`src/rtl/gshare_predictor.sv`:
```
// gshare branch direction predictor.
// The pattern history table (PHT) holds saturating counters and is indexed by
// pc XOR speculative global history. The speculative history is repaired from
// execute on a mispredict. Resolved-branch and mispredict counts are kept as
// saturating statistics.
module gshare_predictor #(
    parameter int         INDEX_BITS = 4,
    parameter int         HIST_BITS  = 4,
    parameter int         CTR_BITS   = 2,
    parameter int         CTR_INIT   = 2,
    parameter logic [5:0] OPC_BEQ    = 6'd4,
    parameter logic [5:0] OPC_BNE    = 6'd5
) (
    input  logic                  clk,
    input  logic                  reset,
    input  logic [5:0]            opcode_F,
    input  logic [INDEX_BITS-1:0] pc_F,
    input  logic                  stall_F,
    output logic                  prediction_F,
    output logic [INDEX_BITS-1:0] index_F,
    output logic [HIST_BITS-1:0]  ghr_F,
    input  logic                  update_E,
    input  logic                  taken_E,
    input  logic                  mispredict_E,
    input  logic [INDEX_BITS-1:0] index_E,
    input  logic [HIST_BITS-1:0]  ghr_E,
    output logic [HIST_BITS-1:0]  ghr_spec,
    output logic [15:0]           stat_branches,
    output logic [15:0]           stat_mispred
);

    localparam int                  DEPTH   = 1 << INDEX_BITS;
    localparam logic [CTR_BITS-1:0] CTR_MAX = {CTR_BITS{1'b1}};
    localparam logic [CTR_BITS-1:0] CTR_RST = CTR_BITS'(CTR_INIT);
    localparam logic [15:0]         STAT_MAX = 16'hFFFF;

    logic [CTR_BITS-1:0]   r_pht [DEPTH];
    logic [HIST_BITS-1:0]  r_ghr;
    logic [15:0]           r_stat_branches;
    logic [15:0]           r_stat_mispred;

    logic                  w_is_br;
    logic [INDEX_BITS-1:0] w_index;
    logic [CTR_BITS-1:0]   w_ctr_rd;
    logic                  w_pred;
    logic [CTR_BITS-1:0]   w_ctr_old;
    logic [CTR_BITS-1:0]   w_ctr_new;
    logic [HIST_BITS-1:0]  w_ghr_next;

    // Fetch-side lookup: hash the PC with the speculative history and read the counter.
    assign w_is_br  = (opcode_F == OPC_BEQ) || (opcode_F == OPC_BNE);
    assign w_index  = pc_F ^ INDEX_BITS'(r_ghr);
    assign w_ctr_rd = r_pht[w_index];
    assign w_pred   = w_is_br & w_ctr_rd[CTR_BITS-1];

    assign prediction_F  = w_pred;
    assign index_F       = w_index;
    assign ghr_F         = r_ghr;
    assign ghr_spec      = r_ghr;
    assign stat_branches = r_stat_branches;
    assign stat_mispred  = r_stat_mispred;

    // Next speculative history: a repair from execute overrides any fetch shift.
    always_comb begin
        // NOTE: default assignment first so every path drives w_ghr_next and no latch is inferred.
        w_ghr_next = r_ghr;
        if (update_E && mispredict_E) begin
            // Casting the concatenation down keeps the low HIST_BITS, which also
            // covers HIST_BITS == 1 where the history is just the new bit.
            w_ghr_next = HIST_BITS'({ghr_E, taken_E});
        end else if (w_is_br && !stall_F) begin
            w_ghr_next = HIST_BITS'({r_ghr, w_pred});
        end
    end

    // Saturating increment/decrement of the counter being resolved in execute.
    always_comb begin
        w_ctr_old = r_pht[index_E];
        w_ctr_new = w_ctr_old;
        if (taken_E) begin
            if (w_ctr_old != CTR_MAX) w_ctr_new = w_ctr_old + CTR_BITS'(1);
        end else begin
            if (w_ctr_old != '0) w_ctr_new = w_ctr_old - CTR_BITS'(1);
        end
    end

    // PHT storage: all entries return to the initial counter value on reset.
    always_ff @(posedge clk) begin
        if (reset) begin
            // NOTE: the PHT is a small flop array, so resetting every entry is cheap and
            // gives a defined start; a large RAM-backed table would be initialised differently.
            for (int i = 0; i < DEPTH; i++) begin
                r_pht[i] <= CTR_RST;
            end
        end else if (update_E) begin
            // NOTE: sequential state uses non-blocking assignments so the fetch read
            // in this cycle still sees the pre-update counter.
            r_pht[index_E] <= w_ctr_new;
        end
    end

    // Speculative global history register.
    always_ff @(posedge clk) begin
        if (reset) begin
            r_ghr <= '0;
        end else begin
            r_ghr <= w_ghr_next;
        end
    end

    // Saturating statistics counters.
    always_ff @(posedge clk) begin
        if (reset) begin
            r_stat_branches <= '0;
            r_stat_mispred  <= '0;
        end else if (update_E) begin
            if (r_stat_branches != STAT_MAX) r_stat_branches <= r_stat_branches + 16'd1;
            if (mispredict_E && (r_stat_mispred != STAT_MAX)) r_stat_mispred <= r_stat_mispred + 16'd1;
        end
    end

endmodule

```
`config.mk`:
```
export PLATFORM = sky130hd
export DESIGN_NAME = gshare_predictor
export DESIGN_NICKNAME = d
export VERILOG_FILES = /design/src/rtl/gshare_predictor.sv
export SDC_FILE = /design/constraint.sdc
export NUM_CORES = 1
export LEC_CHECK = 0
export ABC_AREA = 1
export CORE_MARGIN = 2
export CORE_UTILIZATION = 48
export DETAILED_ROUTE_END_ITERATION = 12
export PLACE_DENSITY = 0.78
export SYNTH_ARGS = -nofsm -noshare
export SYNTH_HDL_FRONTEND = slang
export SYNTH_SLANG_ARGS = --single-unit
export TNS_END_PERCENT = 30
```
`constraint.sdc`:
```
create_clock -name clk -period 1.5 [get_ports clk]
set_input_delay 0.15 -clock clk [delete_from_list [all_inputs] [get_ports clk]]
set_output_delay 0.15 -clock clk [all_outputs]
set_load 0.05 [all_outputs]
```
# Word-level counts from Yosys, hierarchy flattened
# Memories as Yosys holds them, arrays and structs flattened.
# Index checks and enable logic that the tools add are counted.
# word_totals
out_inout_bits	45
elab_cells	38
mem_count	1
reg_bits	36
input_bits	24
ramBits	32
# op_classes
addsub	4
n_eq_ne	5
mux	13
reduce_logical	10
bitwise_logic	2
# memory_table
memory	words	width	rd	rd_ports_with_merged_regs	write_ports	line	text
r_pht	16	2	2	0	16	37	logic [CTR_BITS-1:0] r_pht [DEPTH];
# op_table
op	count
$add A16 B1 Y16 const B	2
$ne A16 B16 Y1 const B	2
$eq A6 B3 Y1 const B	2
$mux W4	3
$mux W2	4
$mux W1	6
$reduce_and A2 Y1	2
$reduce_bool A2 Y1	2
$xor A4 B4 Y4	1
$logic_and A1 B1 Y1	3
$add A2 B1 Y2 const B	1
$ne A2 B2 Y1 const B	1
$reduce_or A2 Y1	1
$sub A2 B1 Y2 const B	1
$and A1 B1 Y1	1
$logic_not A1 Y1	1
$logic_or A1 B1 Y1	1

# Longest topological paths before layout
# Gate-level depths: netlist (run 1).
# depth
word_depth	5
mapped_depth	12

# Least setup slack after synthesis (run 1)
# Ideal clock, no wire load.
# synth_path
path_kind	reg-to-output
start	register r_ghr[1], in the netlist ghr_F[1]
end	output port prediction_F
setup_slack_ns	-1.457
stages_incl_launch_ff	9
arrival_time_ns	2.807
cell_sequence	dfxtp_1 > nor2_1 > nor2_1 > inv_1 > nand3_1 > nand3_1 > nand3_1 > nand2_1 > nor2_1
# synth_between
elab_chain_cells	3
# synth_lines
item	line	text
start: declaration	38	logic [HIST_BITS-1:0] r_ghr;
start signal: assignment	107	r_ghr <= w_ghr_next;
$xor A4 B4 Y4	52	assign w_index = pc_F ^ INDEX_BITS'(r_ghr);
net index_F[1]	20	output logic [INDEX_BITS-1:0] index_F,
$mem_v2 Z16 W2	--	
$and A1 B1 Y1	54	assign w_pred = w_is_br & w_ctr_rd[CTR_BITS-1];
end: declaration	19	output logic prediction_F,
# The timed path passes the listed nets, and every way through them passes these cells.

==> summary.md, run 1 <==
| Metric | Value |
|---|---|
| CP startpoint kind | register |
| Clock transition at path regs | about 70 ps |
| Initial antenna violation count | 0 |
| Mapped cell area | 3920 sq um |
| RSZ-0062 raised after global routing | yes |
| CP max FO | 7 |
| Critical Path RT | 1620 ps |
| Via/cell ratio | roughly 5.9 |
| Commonest cells in the netlist | nand2_1 (126), inv_1 (71), nor2_1 (46) |
| Post-route ant nets | 0 |
| Vias | 4,756 |
| FFs w/ async S/R, synth | 0 |
| Library cells used by synthesis | 37 |
| CP delay by family, top | flip-flops |
| I/O pin cnt | 69 |
| Fin crit share | 1.25 |
| Final GP Congestion | ~0.90 |
| Port bufs | 66 |
| Max_cap viols | 0 |
| Fmax | between 0.5 and 0.6 GHz |
| Sw Pwr | 1520 uW |
| Synth top area cells | edfxtp_1 (25%), dfxtp_1 (18%), nand2_1 (12%), inv_1 (6.8%), nand3_1 (5.2%) |
| Combinational power share | 0.252 |
| Status | complete, but fails checks |
| Worst Setup Slack, final | -372 ps |
| Ant. Diodes | 0 |
| Syn. warnings | 0 |
| Tmin final | around 1900 ps |
| Wire per inst | roughly 19 um |
| Critical-path top delay cell | edfxtp_1 |
| Final hold vios | 0 |
| Failing checks | setup timing |
| Initial DRC count | 523 |
| Register share of total power | 0.436 |
| Final HPWL DP | 8250 um |
| Clk_skew | roughly 10 ps |
| Buffer levels on the longest clock path | 2 |
| Yosys top cell by area | edfxtp_1 |
| Yosys reg bits | 68 |
| CTS Root Cell | clkbuf_8 |
| Ys flop type | dfxtp_1 |
| Arr. time, crit path | roughly 2000 ps |
| Peak supply drop | approximately 0.51 mV |
| Setup TNS | -13,750 ps |
| Yosys top cell area share | 0.245 |
| Final #Nets | about 730 |
| Die width | 94.3 um |
| P_int | around 3100 uW |
| Die ar. | between 8000 and 9000 sq um |
| Initial Util | 0.502 |
| Vias in the first global route | roughly 4,600 |
| FP Rows | 32 |
| TritonCTS clock tree | yes |
| Fill cells | 432 |
| Pre-antenna DRT Iters | 6 |
| Largest net degree at the start of global routing | 34 |
| Mapped Nets | 544 |
| Hold crit path type | in2reg |
| Drt drc | 0 |
| Crit-path cells | a22oi_2 -> nand2_1 -> nand2_1 -> nand2_2 -> buf_6 -> o21ai_4 -> buf_6 -> buf_12 -> a21oi_2 |
| Final wirelength | approximately 15,000 um |
| Critical path's largest stage delay | roughly 480 ps |
| Post-Synthesis Cells | between 500 and 600 |
| Seq/Total Area, Yosys | 0.429 |
| CORE AREA | roughly 7800 sq um |
| Final Max Slew Viols | 0 |
| Syn_area_per_cell | between 7 and 8 sq um |
| Slew headroom | 0.734 |
| Crit path kind | reg2reg |
| Final Non-Filler Cells | slightly above 800 |
| Crit. End Element | register |
| Sw frac | 0.332 |
| Power density cells | 719 nW/um^2 |
| Final core occ | 0.814 |
| Ratio of cells with drive above 1 in the final layout | 0.480 |
| EDFF count, synth | 32 |
| Cell with the most instances after synthesis | nand2_1 |
| Clk_lat worst skew | between 300 and 400 ps |
| Area Growth Syn to Fin | 62.4% |
| Placed Cells | 778 |
| Leakage power total | about 0.0026 uW |
| First-pass GRT wire length | 22,200 um |
| # H-tree levels | 3 |
| TritonCTS Sinks | 68 |
| Tightest Pin Transition | around 400 ps |
| Num CTS Buffers | 9 |
| Grt total ovfl | 0 |
| Worst path bufs/invs | 3 |
| Clock power share | 0.312 |
| Die height | 94.3 um |
| Global Route Usage Sum | 0.325 |
| Post-Place Setup Slack | -760 ps |
| # setup viols final | 70 |
| Pwr Total | between 4000 and 5000 uW |
[timing repair]
item,in CTS,in global routing
gates resized for setup,60,48
hold buffers,0,0
cloned,4,0
pin swaps,41,28
setup buffers,10,4
endpoints found under the setup margin,65,86
[kinds of logic after synthesis]
kind of cell | Yosys count | synth area share
fa+ha+maj | 2 | 0.00639
compound gates | 81 | 0.127
simple gates | 269 | 0.318
xor+xnor | 10 | 0.0224
buf+inv | 88 | 0.0971
flops | 68 | 0.429
[worst register-to-register path, cell delays in order (launching register included)]
cell,delay (ps)
edfxtp_1,480
a22oi_2,220
nand2_1,80
nand2_1,90
nand2_2,100
buf_6,140
o21ai_4,190
buf_6,140
buf_12,130
a21oi_2,70
[sequential cells by signal, summed over array words and instances, names as in the netlist]
signal	flops
stat_mispred	16
stat_branches	16
ghr_F	4
r_pht	32
[path summary, 6_finish.rpt]
| kind | start | endpoint | slack, ps | cells after the start |
|---|---|---|---|---|
| hold reg to reg | stat_branches[6] | stat_branches[6] | 480 | 2 |
| setup / recovery | r_pht[11][1] | r_pht[15][0] | -370 | 9 |
| hold / removal | ghr_E[2] | ghr_F[3] | 370 | 3 |
| setup reg to reg | r_pht[11][1] | r_pht[15][0] | -370 | 9 |
[cell usage in the layout, fill, tap and decap left out, types with 6 or more instances in the layout]
cell             Yosys  routed
nand2_1            126     112
dfxtp_2              0      18
nand3_1             41      20
inv_1               71      66
nor2_2               5      14
clkdlybuf4s50_1      0      18
a21oi_2             10      16
nand3_2             10      27
buf_6                4       8
nand2_4              2       7
clkbuf_8             0      10
edfxtp_1            32      32
a21oi_1             35      26
dfxtp_4              0      16
nor3_1              17      13
o21ai_0             14       9
nor2_4               1       7
buf_12               0       7
a22oi_1             15      10
nand2_2              7      12
buf_4                5     150
nor2_1              46      31
nand2_8              0       6
[layer usage]
metal  share of wire  wire, um  vias up  global-route usage
met5               0         0        -                   0
met4           0.054       838        0               0.162
met3           0.091      1410      107              0.0610
met2            0.48      7470      363               0.586
met1            0.37      5700     2196               0.366
li1                -         -     2090                   -
[area by class of cell]
class / count / area (sq um) / share of cell area
clock buffer: 10 / 138 / 0.0216
clock inverter: 6 / 37.5 / 0.00590
inverter: 73 / 280 / 0.0441
multi-input combinational: 364 / 2380 / 0.374
sequential: 68 / 1760 / 0.277
tap: 102 / 128 / 0.0201
timing repair buffer: 189 / 1630 / 0.257
[power by group through the flow]
stage	clock [uW]	combinational [uW]	sequential [uW]
global route	1480	1200	2000
global placement	0	794	2030
detailed placement	0	814	2030
finish	1430	1150	1990
CTS	1380	1020	1990
floorplan	0	431	2090
[stage by stage]
| stage | instance area (sq um) | hold WS [ps] |
|---|---|---|
| 2_1_floorplan | 4100 | 310 |
| 3_3_place_gp | 5540 | 461 |
| 3_5_place_dp | 5540 | 460 |
| 4_1_cts | 6130 | 376 |
| 5_1_grt | 6360 | 403 |
| 6_report | 6360 | 371 |
No activity file was read; power rests on OpenSTA's default activity.
==> run 2, diff against run 1 <==
Settings changed: REMOVE_ABC_BUFFERS set to 1.
==> run 2 against run 1 <==
  * The flow still finishes with violations (setup timing)
  * Clock skew up 12 ps
  * Global-route usage increased by 2.2 points
  * Via count grew 7.1%
  * Count of clock-buffer cells in the layout increased by 2
  * Routed wire length increased by 10%
  * Combinational power barely moved
  * Maximum frequency fell by 2.9%
  * Cell count grew 2.3%
  * Non-clock buffer count increased by 18
  * Critical path depth increased by 1
  * Critical endpoint is now prediction_F
  * Highest routed layer unchanged
==> summary.md, run 2 (same netlist as run 1, synthesis figures left out) <==
| Metric | Value |
|---|---|
| Clk_lat worst skew | 370 ps (about the same) |
| CP startpoint kind | register (unchanged) |
| Number of flip-flops under the largest register name | 32 (unchanged) |
| Power density cells | 740 nW/um^2 (was 719 nW/um^2) |
| Commonest cells after routing, fill and taps aside | buf_4 (168), nand2_1 (107), inv_1 (66) (was buf_4 (150), nand2_1 (112), inv_1 (66)) |
| Wire per inst | 20.5 um (was 19.0 um) |
| Peak supply drop | 0.377 mV (was 0.512 mV) |
| Register area | 1700 sq um (was 1760 sq um) |
| Critical path's largest stage delay | 380 ps (was 480 ps) |
| TritonCTS clock tree | yes (unchanged) |
| Max_cap viols | 0 (unchanged) |
| Fmax | 0.519 GHz (was 0.534 GHz) |
| Worst path bufs/invs | 2 (was 3) |
| Final GP Congestion | 0.904 (was 0.902) |
| Ratio of cells with drive above 1 in the final layout | 0.455 (was 0.480) |
| Final Cell Area | 6420 sq um (was 6360 sq um) |
| Fill cells | 396 (was 432) |
| Arr. time, crit path | 1780 ps (was 1990 ps) |
| Footprint of the multi-input gates | 2340 sq um (was 2380 sq um) |
| Buffer levels on the longest clock path | 2 (unchanged) |
| Die width | 94.3 um (unchanged) |
| Clk_skew | 22.2 ps (was 10.4 ps) |
| Post-Place Setup Slack | -745 ps (was -760 ps) |
| Global Route Usage Sum | 0.347 (was 0.325) |
| Final #Nets | 749 (was 731) |
| Die ar. | 8900 sq um (unchanged) |
| # setup viols final | 67 (was 70) |
| Grt total ovfl | 0 (unchanged) |
| Largest net degree at the start of global routing | 34 (unchanged) |
| Final core occ | 0.823 (was 0.814) |
| RSZ-0062 raised after global routing | yes (unchanged) |
| CORE AREA | 7810 sq um (unchanged) |
| Via/cell ratio | 6.13 (was 5.86) |
| Initial DRC count | 728 (was 523) |
| Die height | 94.3 um (unchanged) |
| Final Max Slew Viols | 0 (unchanged) |
| Hold crit path type | in2reg (unchanged) |
| Final HPWL DP | 8340 um (was 8250 um) |
| FP Rows | 32 (unchanged) |
| # H-tree levels | 3 (unchanged) |
| Clock transition at path regs | 90 ps (was 70 ps) |
| Failing checks | setup timing (unchanged) |
| I/O pin cnt | 69 (unchanged) |
| Vias in the first global route | 4,870 (was 4,632) |
| Num CTS Buffers | 9 (unchanged) |
| Tightest Pin Transition | 482 ps (was 396 ps) |
| Initial Util | 0.502 (unchanged) |
| Dpl cell area | 5500 sq um (was 5540 sq um) |
| Commonest non-fill, non-tap cell in the layout | buf_4 (unchanged) |
| Final hold vios | 0 (unchanged) |
| CTS Root Cell | clkbuf_8 (unchanged) |
| Pwr Total | 4750 uW (was 4570 uW) |
| Area Growth Syn to Fin | 64.0% (was 62.4%) |
| Post-route ant nets | 0 (unchanged) |
| Crit path kind | reg2out (was reg2reg) |
| Tmin final | 1930 ps (was 1870 ps) |
| Critical-path top delay cell | dfxtp_4 (was edfxtp_1) |
| Hold-fix buffers, CTS | 0 (unchanged) |
| Status | complete, but fails checks (unchanged) |
| Port bufs | 66 (unchanged) |
| CP max FO | 7 (unchanged) |
| CP delay by family, top | simple AND/OR/NAND/NOR gates (was flip-flops) |
| Vias | 5,093 (was 4,756) |
| First-pass GRT wire length | 23,600 um (was 22,200 um) |
| Slew headroom | 0.678 (was 0.734) |
| TritonCTS Sinks | 68 (unchanged) |
| Leakage power total | 0.00269 uW (was 0.00259 uW) |
| Largest register by flop count | r_pht (unchanged) |
| Pre-antenna DRT Iters | 8 (was 6) |
| Crit. End Element | primary output (was register) |
| Initial antenna violation count | 1 (was 0) |
| Drt drc | 0 (unchanged) |
| Fin crit share | 1.29 (was 1.25) |
| Critical Path RT | 1350 ps (was 1620 ps) |
| Worst Setup Slack, final | -428 ps (was -372 ps) |
| Crit-path cells | inv_6 -> nand2_8 -> nand2_8 -> nand2_1 -> nand3_1 -> nand3_1 -> nand3_2 -> nand2_2 -> nor2_4 -> buf_12 (was a22oi_2 -> nand2_1 -> nand2_1 -> nand2_2 -> buf_6 -> o21ai_4 -> buf_6 -> buf_12 -> a21oi_2) |
| Final wirelength | 17,000 um (was 15,400 um) |
## run 2: worst min-delay path, cell delays in order
cell             delay (ps)
clkdlybuf4s50_1         410
nand2_1                  70
a31oi_1                  80
## run 2: layer usage
layer | part of all wire | track usage | wire length, um | vias to the layer above
met3 | 0.11 | 0.0811 | 1890 | 192
met1 | 0.33 | 0.375 | 5680 | 2300
li1 | - | - | - | 2125
met4 | 0.090 | 0.237 | 1540 | 0
met2 | 0.47 | 0.599 | 7920 | 476
met5 | 0 | 0 | 0 | -
## run 2: cell type report
class                   instances  share of cell area
clock inverters                 4             0.00409
clock buffers                  12              0.0275
well taps                     102              0.0199
inverters                      73              0.0436
multi-input cells             364               0.365
flip-flops and latches         68               0.264
diodes                          1            0.000390
repair buffers                207               0.275
## run 2: repair_timing
action | CTS | global route
gates cloned | 3 | 0
buffers inserted | 15 | 6
pin swaps | 34 | 24
gates resized for setup | 78 | 60
setup endpoints to repair | 73 | 93
## run 2: stage by stage
stage | hold slack, ps | setup TNS, ps | cells
floorplan | 219 | -20650 | 503
global placement | 471 | -34310 | 791
detailed placement | 475 | -39270 | 791
CTS | 381 | -6420 | 825
global route | 395 | -20930 | 831
finish | 382 | -15670 | 831
## run 2: final timing paths
check | endpoint | slack [ps] | startpoint | cells past startpoint
setup / recovery | prediction_F | -430 | ghr_F[0] | 10
hold / removal | ghr_F[3] | 380 | ghr_E[2] | 3
setup reg to reg | ghr_F[0] | -410 | ghr_F[0] | 13
hold reg to reg | stat_branches[6] | 480 | stat_branches[6] | 2
## run 2: where the power goes
group,total (uW),switching (uW),internal [uW]
clock,1590,796,798
combinational,1140,700,442
sequential,2020,37.4,1980
==> run 3, diff against run 2 <==
Settings changed: ABC_AREA 1 to not set, CORE_UTILIZATION 48 to 47, PLACE_DENSITY 0.78 to 0.77.
==> run 3 against run 2 <==
  * The run still ends with setup timing left
  * Flip-flop and latch count unchanged
  * Largest power group unchanged
  * Sequential share of layout area grew 3.8 points
  * First-iteration DRC count shrank 78%
  * Combinational power is 24% lower
  * Cell count fell by 26%
  * Worst hold slack hardly changed
  * Routed wire length is 40% lower
  * Die area fell by 6.4%
  * Synthesized cell count down 31%
==> summary.md, run 3 <==
| Metric | Value |
|---|---|
| Status | complete, but fails checks (unchanged) |
| Failing checks | setup timing (unchanged) |
| Port bufs | 66 (unchanged) |
| FP Rows | 31 (was 32) |
| Fin crit share | 1.55 (was 1.29) |
| Crit-path cells | xor2_1 -> buf_4 -> mux4_2 -> mux2i_2 -> mux2i_1 -> and3_1 -> buf_6 (was inv_6 -> nand2_8 -> nand2_8 -> nand2_1 -> nand3_1 -> nand3_1 -> nand3_2 -> nand2_2 -> nor2_4 -> buf_12) |
| TritonCTS clock tree | yes (unchanged) |
| Setup TNS | -19,990 ps (was -15,670 ps) |
| Commonest cells after routing, fill and taps aside | buf_4 (121), nor2_1 (47), nand2_1 (32), edfxtp_1 (32), dfxtp_1 (28) (was buf_4 (168), nand2_1 (107), inv_1 (66)) |
| Peak supply drop | 0.619 mV (was 0.377 mV) |
| First-pass GRT wire length | 16,200 um (was 23,600 um) |
| Die ar. | 8330 sq um (was 8900 sq um) |
| Ratio of cells with drive above 1 in the final layout | 0.468 (was 0.455) |
| TritonCTS Sinks | 68 (unchanged) |
| Wire per inst | 16.7 um (was 20.5 um) |
| Final wirelength | 10,200 um (was 17,000 um) |
| Vias | 3,363 (was 5,093) |
| Commonest cells in the netlist | nor2_1 (55), dfxtp_1 (36), nand2_1 (33) (was nand2_1 (126), inv_1 (71), nor2_1 (46)) |
| Fill cells | 459 (was 396) |
| Crit path kind | reg2out (unchanged) |
| I/O pin cnt | 69 (unchanged) |
| Pwr Total | 4520 uW (was 4750 uW) |
| Final Max Slew Viols | 0 (unchanged) |
| Critical Path RT | 1350 ps (about the same) |
| Grt total ovfl | 0 (unchanged) |
| Final HPWL DP | 6570 um (was 8340 um) |
| Tmin final | 2330 ps (was 1930 ps) |
| Global Route Usage Sum | 0.247 (was 0.347) |
| Commonest non-fill, non-tap cell in the layout | buf_4 (unchanged) |
| Critical-path top delay cell | mux4_2 (was dfxtp_4) |
| Number of flip-flops under the largest register name | 32 (unchanged) |
| Seq/Total Area, Yosys | 0.470 (was 0.429) |
| Initial antenna violation count | 0 (was 1) |
| Cell with the most instances after synthesis | nor2_1 (was nand2_1) |
| Worst Setup Slack, final | -828 ps (was -428 ps) |
| Ys flop type | dfxtp_1 (unchanged) |
| Arr. time, crit path | 2180 ps (was 1780 ps) |
| Pre-antenna DRT Iters | 5 (was 8) |
| CORE AREA | 7330 sq um (was 7810 sq um) |
| CP max FO | 3 (was 7) |
| Syn. warnings | 0 (unchanged) |
| Library cells used by synthesis | 39 (was 37) |
| Syn_area_per_cell | 9.97 sq um (was 7.56 sq um) |
| Hold crit path type | in2reg (unchanged) |
| Initial DRC count | 163 (was 728) |
| Post-Synthesis Cells | 359 (was 518) |
| Max_cap viols | 0 (unchanged) |
| CTS Root Cell | clkbuf_8 (unchanged) |
| RSZ-0062 raised after global routing | yes (unchanged) |
| Area Growth Syn to Fin | 56.1% (was 64.0%) |
| Largest net degree at the start of global routing | 54 (was 34) |
| Final Non-Filler Cells | 612 (was 831) |
| Tightest Pin Transition | 519 ps (was 482 ps) |
| Vias in the first global route | 3,454 (was 4,870) |
| Die width | 91.3 um (was 94.3 um) |
| Buffer levels on the longest clock path | 2 (unchanged) |
| Final hold vios | 0 (unchanged) |
| Hold-fix buffers, CTS | 0 (unchanged) |
| Power density cells | 809 nW/um^2 (was 740 nW/um^2) |
| Critical path's largest stage delay | 510 ps (was 380 ps) |
| Fmax | 0.429 GHz (was 0.519 GHz) |
| Clk_skew | 10.3 ps (was 22.2 ps) |
| Mapped cell area | 3580 sq um (was 3920 sq um) |
| Synth top area cells | edfxtp_1 (27%), dfxtp_1 (20%), mux4_2 (7.5%), nor2_1 (5.8%), xnor2_1 (5.4%) (was edfxtp_1 (25%), dfxtp_1 (18%), nand2_1 (12%), inv_1 (6.8%), nand3_1 (5.2%)) |
| Placed Cells | 589 (was 791) |
| Num CTS Buffers | 9 (unchanged) |
| # setup viols final | 46 (was 67) |
| Clk_lat worst skew | 350 ps (was 370 ps) |
| Final GP Congestion | 0.821 (was 0.904) |
| Post-route ant nets | 0 (unchanged) |
| CP startpoint kind | register (unchanged) |
| CP delay by family, top | multiplexers (was simple AND/OR/NAND/NOR gates) |
| Clock transition at path regs | 80 ps (was 90 ps) |
| Largest register by flop count | r_pht (unchanged) |
| Final #Nets | 534 (was 749) |
| Crit. End Element | primary output (unchanged) |
| Ant. Diodes | 0 (was 1) |
| FFs w/ async S/R, synth | 0 (unchanged) |
| Initial Util | 0.488 (was 0.502) |
| Die height | 91.3 um (was 94.3 um) |
| Yosys top cell by area | edfxtp_1 (unchanged) |
| Drt drc | 0 (unchanged) |
| Via/cell ratio | 5.50 (was 6.13) |
| Worst path bufs/invs | 2 (unchanged) |
| # H-tree levels | 3 (unchanged) |
| Yosys top cell area share | 0.268 (was 0.245) |
| Slew headroom | 0.654 (was 0.678) |
| EDFF count, synth | 32 (unchanged) |
| Leakage power total | 0.00210 uW (was 0.00269 uW) |
| Yosys reg bits | 68 (unchanged) |
==> run 3: metrics by stage <==
step                       util  setup WS [ps]  cell area [sq um]  hold slack [ps]
after CTS                 0.732           -824               5360              372
after global placement    0.671           -882               4920              504
after floorplan               -          -1930               3440              219
after detailed placement  0.671           -919               4920              510
final                     0.762           -828               5590              382
after global routing      0.762           -904               5590              415
==> run 3: worst paths after layout <==
check / slack (ps) / endpoint / cells past startpoint / start
max: -830 / prediction_F / 7 / ghr_F[1]
min: 380 / ghr_F[1] / 3 / ghr_E[0]
max reg2reg: -610 / r_pht[12][0] / 7 / r_pht[3][1]
min reg2reg: 590 / stat_mispred[1] / 2 / stat_mispred[1]
==> run 3: tightest hold or removal path, delay by kind of cell <==
kind            cells  cell delay [ps]
simple gates        1              100
buf+inv             1              390
compound gates      1               50
==> run 3: power by group <==
part	leakage [uW]	internal [uW]	switching, uW
combinational	0.00142	417	444
clock	0.000109	929	729
sequential	0.000576	1980	22.3
total	0.00210	3320	1200
==> run 3: final cells by class <==
type / count / area, sq um / share of cell area
Clock inverter: 7 / 91.3 / 0.0163
Tap cell: 99 / 124 / 0.0222
Inverter: 7 / 26.3 / 0.00470
Sequential cell: 68 / 1690 / 0.303
Multi-Input combinational cell: 260 / 2040 / 0.364
Timing Repair Buffer: 162 / 1500 / 0.268
Clock buffer: 9 / 124 / 0.0222
==> run 3: timing repair <==
item / 4_1_cts / 5_1_grt
cloned: 3 / 0
resized for setup: 34 / 62
pin swaps: 4 / 16
setup endpoints to repair: 80 / 67
buffers inserted: 4 / 1
==> run 3: logic make-up (layout without fill, tap and decap cells) <==
logic type	count (synthesis)	after routing	synth area share
AOI/OAI and AO/OA	28	28	0.0531
xor gates and xnor gates	31	31	0.0758
adders and majority gates	4	4	0.0133
buffers and inverters	31	185	0.0458
DFF	68	68	0.470
muxes	20	20	0.0979
and+or+nand+nor	177	177	0.244
==> run 3: metal layers <==
layer	track usage	part of all wire
met1	0.296	0.39
met2	0.434	0.53
met3	0.0498	0.057
met4	0.0960	0.021
met5	0	0
